File: src/rtl/fetch_pkg.sv
// Shared constants, PC step helper and queue entry layout for the fetch stage.
package fetch_pkg;

  localparam int          DEF_ADDR_WIDTH = 32;
  localparam int          DEF_DATA_WIDTH = 32;
  localparam logic [31:0] DEF_RESET_PC   = 32'h0000_0000;

  // Byte distance between consecutive instructions.
  function automatic int pc_step(input int data_width);
    return data_width / 8;
  endfunction

  typedef struct packed {
    logic [31:0] instr;
    logic [31:0] pc;
  } fetch_entry_t;

endpackage

File: src/rtl/fetch_fifo.sv
// Synchronous FIFO of {instr, pc} entries with flush; DEPTH must be a power of two
// so the read/write pointers wrap naturally.
module fetch_fifo
  import fetch_pkg::*;
#(
  parameter  int WIDTH = 64,
  parameter  int DEPTH = 4,
  localparam int PW    = $clog2(DEPTH),
  localparam int CW    = PW + 1
) (
  input  logic             clk,
  input  logic             reset,
  input  logic             i_push,
  input  logic             i_pop,
  input  logic             i_flush,
  input  logic [WIDTH-1:0] i_data,
  output logic [WIDTH-1:0] o_data,
  output logic [CW-1:0]    o_count
);

  logic [WIDTH-1:0] r_mem [DEPTH];
  logic [PW-1:0]    r_wptr;
  logic [PW-1:0]    r_rptr;
  logic [CW-1:0]    r_count;

  always_ff @(posedge clk) begin
    if (!reset || i_flush) begin
      r_wptr  <= '0;
      r_rptr  <= '0;
      r_count <= '0;
    end else begin
      if (i_push) r_wptr <= r_wptr + 1'b1;
      if (i_pop)  r_rptr <= r_rptr + 1'b1;
      case ({i_push, i_pop})
        2'b10:   r_count <= r_count + 1'b1;
        2'b01:   r_count <= r_count - 1'b1;
        default: r_count <= r_count;
      endcase
    end
  end

  // Storage is data only; a flushed write is simply never made visible.
  always_ff @(posedge clk) begin
    if (i_push && !i_flush) r_mem[r_wptr] <= i_data;
  end

  assign o_data  = r_mem[r_rptr];
  assign o_count = r_count;

endmodule

File: src/rtl/fetch_queue_stage.sv
// Instruction fetch with single-outstanding memory requests and a decoupling queue.
// Optional FETCH_PERF_COUNTERS_EN adds saturating stallCount / redirectCount outputs.
module fetch_queue_stage
  import fetch_pkg::*;
#(
  parameter int                    ADDR_WIDTH = DEF_ADDR_WIDTH,
  parameter int                    DATA_WIDTH = DEF_DATA_WIDTH,
  parameter int                    DEPTH      = 4,
  parameter logic [ADDR_WIDTH-1:0] RESET_PC   = ADDR_WIDTH'(DEF_RESET_PC)
) (
  input  logic                  clk,
  input  logic                  reset,
  input  logic                  hazard,
  input  logic                  outputBrachControlInput,
  input  logic [ADDR_WIDTH-1:0] pcBranchInput,
  input  logic                  jumpInput,
  input  logic [ADDR_WIDTH-1:0] pcJumpInput,
  output logic                  imemReq,
  output logic [ADDR_WIDTH-1:0] imemAddr,
  input  logic                  imemValid,
  input  logic [DATA_WIDTH-1:0] imemData,
  output logic                  validOutput,
  output logic [DATA_WIDTH-1:0] instructionOutput,
  output logic [ADDR_WIDTH-1:0] pcOutput,
  output logic [ADDR_WIDTH-1:0] pc4Output
`ifdef FETCH_PERF_COUNTERS_EN
  ,
  output logic [31:0]           stallCount,
  output logic [31:0]           redirectCount
`endif
);

  localparam int                    CW   = $clog2(DEPTH) + 1;
  localparam int                    RW   = CW + 1;
  localparam int                    EW   = DATA_WIDTH + ADDR_WIDTH;
  localparam logic [ADDR_WIDTH-1:0] STEP = ADDR_WIDTH'(pc_step(DATA_WIDTH));

  logic [ADDR_WIDTH-1:0] r_fetchPc;
  logic [ADDR_WIDTH-1:0] r_reqPc;
  logic                  r_outstanding;
  logic                  r_drop;

  logic                  w_redirect;
  logic [ADDR_WIDTH-1:0] w_target;
  logic                  w_valid;
  logic                  w_push;
  logic                  w_pop;
  logic                  w_issue;
  logic [RW-1:0]         w_reserved;
  logic [CW-1:0]         w_count;
  logic [EW-1:0]         w_head;

  // Reservation counts the entry landing this cycle plus any request still in
  // flight afterwards, so a response always finds a free slot.
  always_comb begin
    w_redirect = jumpInput | outputBrachControlInput;
    w_target   = jumpInput ? pcJumpInput : pcBranchInput;
    w_valid    = (w_count != '0);
    w_push     = r_outstanding & imemValid & ~r_drop & ~w_redirect;
    w_pop      = w_valid & ~hazard & ~w_redirect;
    w_reserved = {1'b0, w_count} + RW'(w_push) + RW'(r_outstanding & ~imemValid);
    w_issue    = reset & ~w_redirect & (~r_outstanding | imemValid)
               & (w_reserved < RW'(DEPTH));
  end

  always_ff @(posedge clk) begin
    if (!reset) begin
      r_fetchPc     <= RESET_PC;
      r_outstanding <= 1'b0;
      r_drop        <= 1'b0;
    end else begin
      r_outstanding <= w_issue | (r_outstanding & ~imemValid);
      r_drop        <= r_outstanding & ~imemValid & (r_drop | w_redirect);
      if (w_redirect)   r_fetchPc <= w_target;
      else if (w_issue) r_fetchPc <= r_fetchPc + STEP;
    end
  end

  always_ff @(posedge clk) begin
    if (w_issue) r_reqPc <= r_fetchPc;
  end

  fetch_fifo #(
    .WIDTH (EW),
    .DEPTH (DEPTH)
  ) u_fifo (
    .clk     (clk),
    .reset   (reset),
    .i_push  (w_push),
    .i_pop   (w_pop),
    .i_flush (w_redirect),
    .i_data  ({imemData, r_reqPc}),
    .o_data  (w_head),
    .o_count (w_count)
  );

  assign imemReq           = w_issue;
  assign imemAddr          = r_fetchPc;
  assign validOutput       = w_valid;
  assign instructionOutput = w_valid ? w_head[EW-1:ADDR_WIDTH] : '0;
  assign pcOutput          = w_valid ? w_head[ADDR_WIDTH-1:0] : '0;
  assign pc4Output         = w_valid ? w_head[ADDR_WIDTH-1:0] + STEP : '0;

`ifdef FETCH_PERF_COUNTERS_EN
  logic [31:0] r_stallCount;
  logic [31:0] r_redirectCount;

  function automatic logic [31:0] sat_inc(input logic [31:0] v);
    return (v == '1) ? v : v + 32'd1;
  endfunction

  always_ff @(posedge clk) begin
    if (!reset) begin
      r_stallCount    <= '0;
      r_redirectCount <= '0;
    end else begin
      if (w_valid && hazard) r_stallCount    <= sat_inc(r_stallCount);
      if (w_redirect)        r_redirectCount <= sat_inc(r_redirectCount);
    end
  end

  assign stallCount    = r_stallCount;
  assign redirectCount = r_redirectCount;
`endif

endmodule

File: config.mk
export PLATFORM = sky130hd
export DESIGN_NAME = fetch_queue_stage
export DESIGN_NICKNAME = d
export VERILOG_FILES = /design/src/rtl/fetch_pkg.sv /design/src/rtl/fetch_fifo.sv /design/src/rtl/fetch_queue_stage.sv
export SDC_FILE = /design/constraint.sdc
export NUM_CORES = 1
export LEC_CHECK = 0
export CAP_MARGIN = 20
export CORE_MARGIN = 2
export CORE_UTILIZATION = 30
export CTS_CLUSTER_DIAMETER = 30
export DETAILED_ROUTE_END_ITERATION = 8
export GPL_TIMING_DRIVEN = 0
export SYNTH_ARGS = -nofsm -noshare
export SYNTH_HDL_FRONTEND = slang
export SYNTH_SLANG_ARGS = --single-unit
File: constraint.sdc
create_clock -name clk -period 3.7 [get_ports clk]
set_clock_uncertainty 0.15 [all_clocks]
set_input_delay 0.37 -clock clk [delete_from_list [all_inputs] [get_ports clk]]
set_output_delay 0.37 -clock clk [all_outputs]
set_load 0.01 [all_outputs]
# --- After elaboration in Yosys (flattened, before gate mapping) ---
# Memory sizes are Yosys's and may differ from the RTL's. A register that Yosys moved wholly into a read port is not among the register bits.
# Index checks and enable logic that the tools add are counted.
totals:
  in_bits: 102
  word_cells: 58
  out_inout_bits: 130
  ff_bits: 73
  n_memories: 1
  ram_bits: 256
mem_list:
  columns: ["name", "depth", "width", "rd", "rd_ports_with_merged_regs", "write_ports", "line_no", "source"]
  rows:
  - ["u_fifo.r_mem", 4, 64, 1, 1, 1, "fetch_fifo.sv:21", "logic [WIDTH-1:0] r_mem [DEPTH];"]
op_classes:
  n_addsub: 8
  muxes: 11
  reduce_logical: 7
  eq_ne: 2
  bitwise_logic: 21
  order_cmp: 1
op_table:
  columns: ["operator", "n"]
  rows:
  - ["$mux 32", 6]
  - ["$add 32x3->32 const B", 2]
  - ["$and 1x1->1", 10]
  - ["$pmux 3 s2", 1]
  - ["$not 1->1", 5]
  - ["$add 2x1->2 const B", 2]
  - ["$add 3x1->4", 1]
  - ["$add 4x4->4", 1]
  - ["$and 1x4->4", 1]
  - ["$lt 4x3->1 const B", 1]
  - ["$mux 2", 2]
  - ["$not 1->4", 1]
  - ["$or 1x1->1", 4]
  - ["$reduce_bool 2->1", 2]
  - ["$add 3x1->3 const B", 1]
  - ["$reduce_bool 3->1", 1]
  - ["$sub 3x1->3 const B", 1]
  - ["$eq 2x1->1 const B", 1]
  - ["$eq 2x2->1 const B", 1]
  - ["$logic_not 1->1", 2]
  - ["$mux 1", 2]
  - ["$logic_and 1x1->1", 1]
  - ["$logic_or 1x1->1", 1]

# --- Logic depth before layout (Yosys ltp) ---
logic_depth:
  ltp_word: 9
  mapped_depth: 12

# --- Modules after synthesis ---
# A second synthesis with hierarchy kept.
hier_totals:
  hier_cells: 903
  hier_area_um2: 14157.3
modules_own_cells:
  columns: ["mod", "n_inst", "area_each_um2", "seq_area_each_um2", "cells_per_inst"]
  rows:
  - ["fetch_fifo", 1, 9733.1, 7867.5, 377]
  - ["fetch_queue_stage", 1, 4424.2, 1641.6, 526]

# --- Worst setup path before layout ---
# No wires, ideal clock.
synth_path:
  path_kind: "input-to-reg"
  startpoint: "input outputBrachControlInput"
  endpoint: "memory u_fifo.r_mem[1][0], enable pin"
  t_required_ns: 3.121
  cell_stages: 6
  setup_ns: 0.429
  path_slack_ns: 0.386
  arrival_time_ns: 2.735
  cell_sequence: "or2_0 -> clkbuf_1 -> nor2_1 -> and3_1 -> clkbuf_1 -> and2_1"
synth_via:
  elab_chain_cells: 6
  elab_cells_between_ends: 7
  cone_classes: "mux: 2; bitwise: 3; reduce/logical: 2"
synth_rtl:
  columns: ["item", "line_no", "source"]
  rows:
  - ["start: declaration", "fetch_queue_stage.sv:14", "input logic outputBrachControlInput,"]
  - ["$or 1x1->1 (*)", "fetch_queue_stage.sv:56", "w_redirect = jumpInput | outputBrachControlInput;"]
  - ["$not 1->1", "fetch_queue_stage.sv:59", "w_push = r_outstanding & imemValid & ~r_drop & ~w_redirect;"]
  - ["$and 1x1->1", "fetch_queue_stage.sv:59", null]
  - ["$logic_and 1x1->1 (*)", "fetch_fifo.sv:44", "if (i_push && !i_flush) r_mem[r_wptr] <= i_data;"]
  - ["$mux 1 (*)", "fetch_fifo.sv:44", null]
  - ["$mux 1 (not written as such) (*)", "fetch_fifo.sv:44", null]
  - ["end: declaration", "fetch_fifo.sv:21", null]
# Every way passes the cells marked *; elsewhere a longest branch is shown, timed or not.

==> flow_summary_export.csv <==
group,metric,value,unit
status,status,"finished, final reports clean",
timing,clock.fmax,280.2,MHz
cells_and_area,syn2layout_area_growth,43.30,%
synthesis,yosysWarnings,0,
clock_network,htree_levels,3,
worst_setup_path,arrival,3050,ps
synthesis,syn_nets,994,
floorplan,die_x,219.5,um
worst_setup_path,r2r_setup_slack,830,ps
floorplan,dieArea,48170,um^2
timing,period_needed,3569,ps
synthesis,yosysMostFrequentCell,"edfxtp_1",
route,drc,0,
worst_setup_path,reg2reg_from,"imemAddr[2]",
place,dp_hpwl,25460,um
hold_path,hold_path_end,"imemAddr[5]",
place,place.gp.congestion,0.8580,
cells_and_area,drive_gt1_share,21.00,%
timing,fin_crit_sh,96.46,%
synthesis,synth_top_area_share,62.09,%
hold_path,min_path_type,"primary input to register",
synthesis,synth_commonest_cells,"288 x edfxtp_1, 72 x nor2_1, 71 x and2_1",
cells_and_area,multi_input_area,4223,um^2
grt,grt_max_degree,52,
floorplan,start_util,30.56,%
timing,slew_headroom,46.79,%
grt,top_usage_layer,"met2",
synthesis,netlist_instances,883,
timing,tightest_slew,798.2,ps
timing,rsz0062_at_grt,"true",
synthesis,synthDistinctLibCells,62,
worst_setup_path,rr_worst_depth,8,
hold_path,holdPathStages,3,
power_and_ir_drop,leakage,6.636,nW
route,ant_nets,0,
clock_network,clockBufferDepth,3,
grt,overflow,0,
synthesis,yosys_register_bits,331,
floorplan,rows,78,
synthesis,synth_area,13930,um^2
worst_setup_path,path_max_fanout,7,
grt,use_met2,24.00,%
cells_and_area,antenna_cells,0,
hold_path,hold_start,"pcJumpInput[5]",
timing,hold_viol_final,0,
clock_network,cts_sinks,331,
synthesis,seq_area_frac_synth,68.27,%
worst_setup_path,cp.required,3180,ps
clock_network,hold_buffers,0,
timing,hold_ws,272.7,ps
cells_and_area,seqCellArea,9509,um^2
route,vias,9106,
route,wl,37110,um
place,post-place-ws,-362.3,ps
power_and_ir_drop,irDropWorstVdd,0.3841,mV
grt,grt_pass1_wl,56370,um
clock_network,cts.clk_slew.worst_paths,50,ps
synthesis,synth_area_per_cell,15.78,um^2
cells_and_area,nets,1326,
synthesis,synth_edf_count,288,
timing,setup_ws,130.9,ps
route,first_pass_iters,5,
place,numPortBuffers,231,
clock_network,cts_made_buffers,75,
grt,grt_antenna_before_repair,0,
power_and_ir_drop,power_density,556.9,nW/um^2
clock_network,insertion_delay,570,ps
run,maxCapViolCount,0,
route,drtIter0Drc,796,
grt,grt_pass1_vias,9340,
grt,grt_util_met3,4.155,%
worst_setup_path,crit_path_end_kind,"output port",
worst_setup_path,crit_path_start_kind,"register",
worst_setup_path,rr_endpoint,"imemAddr[18]",
synthesis,synthFlopType,"edfxtp_1",
synthesis,yosysTopAreaCell,"edfxtp_1",
synthesis,synthArstFlopShare,0,%
floorplan,coreArea,45580,um^2
timing,drv_slew,0,
route,vias_per_cell,4.854,
route,wire_per_inst,19.78,um
cells_and_area,fillerInstances,4082,
clock_network,root_buffer,"clkbuf_16",
synthesis,netlist_top_cells_area,"edfxtp_1 62%, mux4_2 10%, dfxtp_1 6.2%",
grt,grtUsageMet1,21.11,%
timing,setup_viol,0,
floorplan,ios,232,
clock_network,cts_tree,"yes",
floorplan,die_y,219.5,um
worst_setup_path,critical_path_class,"register to output port",
grt,grtUsageTotal,15.50,%
-- layer usage --
layer	part of all wire, %	vias to the layer above
met5	0	-
met2	45	392
met1	44	4517
li1	-	4128
met4	2.2	0
met3	8.2	69
-- cells in the final DEF (no fill, tap or decap), drive strengths merged, types with 9 or more instances in the layout --
| cell | synthesis | final |
|---|---|---|
| o21ai | 11 | 11 |
| a22oi | 10 | 10 |
| a21oi | 24 | 24 |
| inv | 18 | 27 |
| nor2 | 73 | 73 |
| nand3 | 21 | 21 |
| mux4 | 63 | 63 |
| clkbuf | 30 | 112 |
| clkinvlp | 0 | 18 |
| nor3 | 12 | 12 |
| nand4 | 19 | 19 |
| clkdlybuf4s50 | 0 | 209 |
| buf | 14 | 37 |
| edfxtp | 288 | 288 |
| bufinv | 0 | 9 |
| nand2 | 36 | 36 |
| nor4 | 12 | 12 |
| dlygate4sd2 | 0 | 14 |
| xnor2 | 23 | 23 |
| dfxtp | 43 | 43 |
| clkinv | 0 | 23 |
| and2 | 71 | 71 |
| xor2 | 25 | 25 |
-- stage by stage --
step                area (um^2)  instances  setup TNS [ps]  utilization [%]  total power, W
floorplan                 13930        883               0                -        0.004341
global placement          16990       1714         -406390            37.28        0.004588
detailed placement        17110       1718           -2560            37.55        0.004591
CTS                       19880       1870               0            43.61         0.01124
global route              19960       1876          -8.412            43.80         0.01147
finish                    19960       1876               0            43.80         0.01112
-- critical path, stage by stage, from the launching register on --
cell and delay [ps]:
dfxtp_1 320, buf_12 140, buf_12 140, mux4_2 410, nand4_1 200, nor4_4 310
buf_4 170, buf_4 140, nand4_1 120, xor2_1 160, nor2_1 80, dlygate4sd2_1 300
-- final cells by class --
cell class | count | share of cell area, %
multi-input cells | 490 | 21.15
inverters | 18 | 0.3510
clock buffers | 79 | 9.477
repair buffers | 255 | 12.85
plain buffers | 44 | 1.316
clock inverters | 59 | 3.454
well taps | 600 | 3.761
flip-flops and latches | 331 | 47.64
-- how the worst max path moves through the flow --
stage,startpoint,to,slack (ps),cells after the start
4_1_cts,register,pcOutput[0],0.4,8
3_3_place_gp,outputBrachControlInput,u_fifo.r_mem[0][52],-1640,7
6_report,register,pc4Output[21],130,11
3_5_place_dp,register,pc4Output[20],-360,9
2_1_floorplan,outputBrachControlInput,u_fifo.r_mem[1][0],390,6
5_1_grt,register,pc4Output[19],-6,11
-- cells by family after synthesis --
group | after synthesis | share of synthesized area, %
compound gates | 87 | 4.285
mux | 70 | 10.70
simple gates | 276 | 10.87
flops | 331 | 68.27
xor+xnor | 48 | 3.018
buf+inv | 62 | 2.003
fa+ha+maj | 9 | 0.8623
-- state kept, by name, indices dropped and copies added (netlist names), named ones only --
name            count
r_outstanding       1
u_fifo.o_count      3
r_reqPc            32
u_fifo.r_mem      256
u_fifo.r_rptr       2
imemAddr           32
r_drop              1
u_fifo.r_wptr       2
-- report_power, final --
part | switching (W) | internal (W) | total [W]
registers | 0.0000668 | 0.00411 | 0.00417
clock network | 0.00219 | 0.00440 | 0.00659
logic | 0.000160 | 0.000197 | 0.000357
total | 0.00242 | 0.00870 | 0.0111
-- what timing repair did --
item                       CTS  global route
pin swaps                    5             1
buffers inserted            14             6
setup endpoints to repair   80            35
resized for setup           52            16
(Power assumes the default switching activity.)
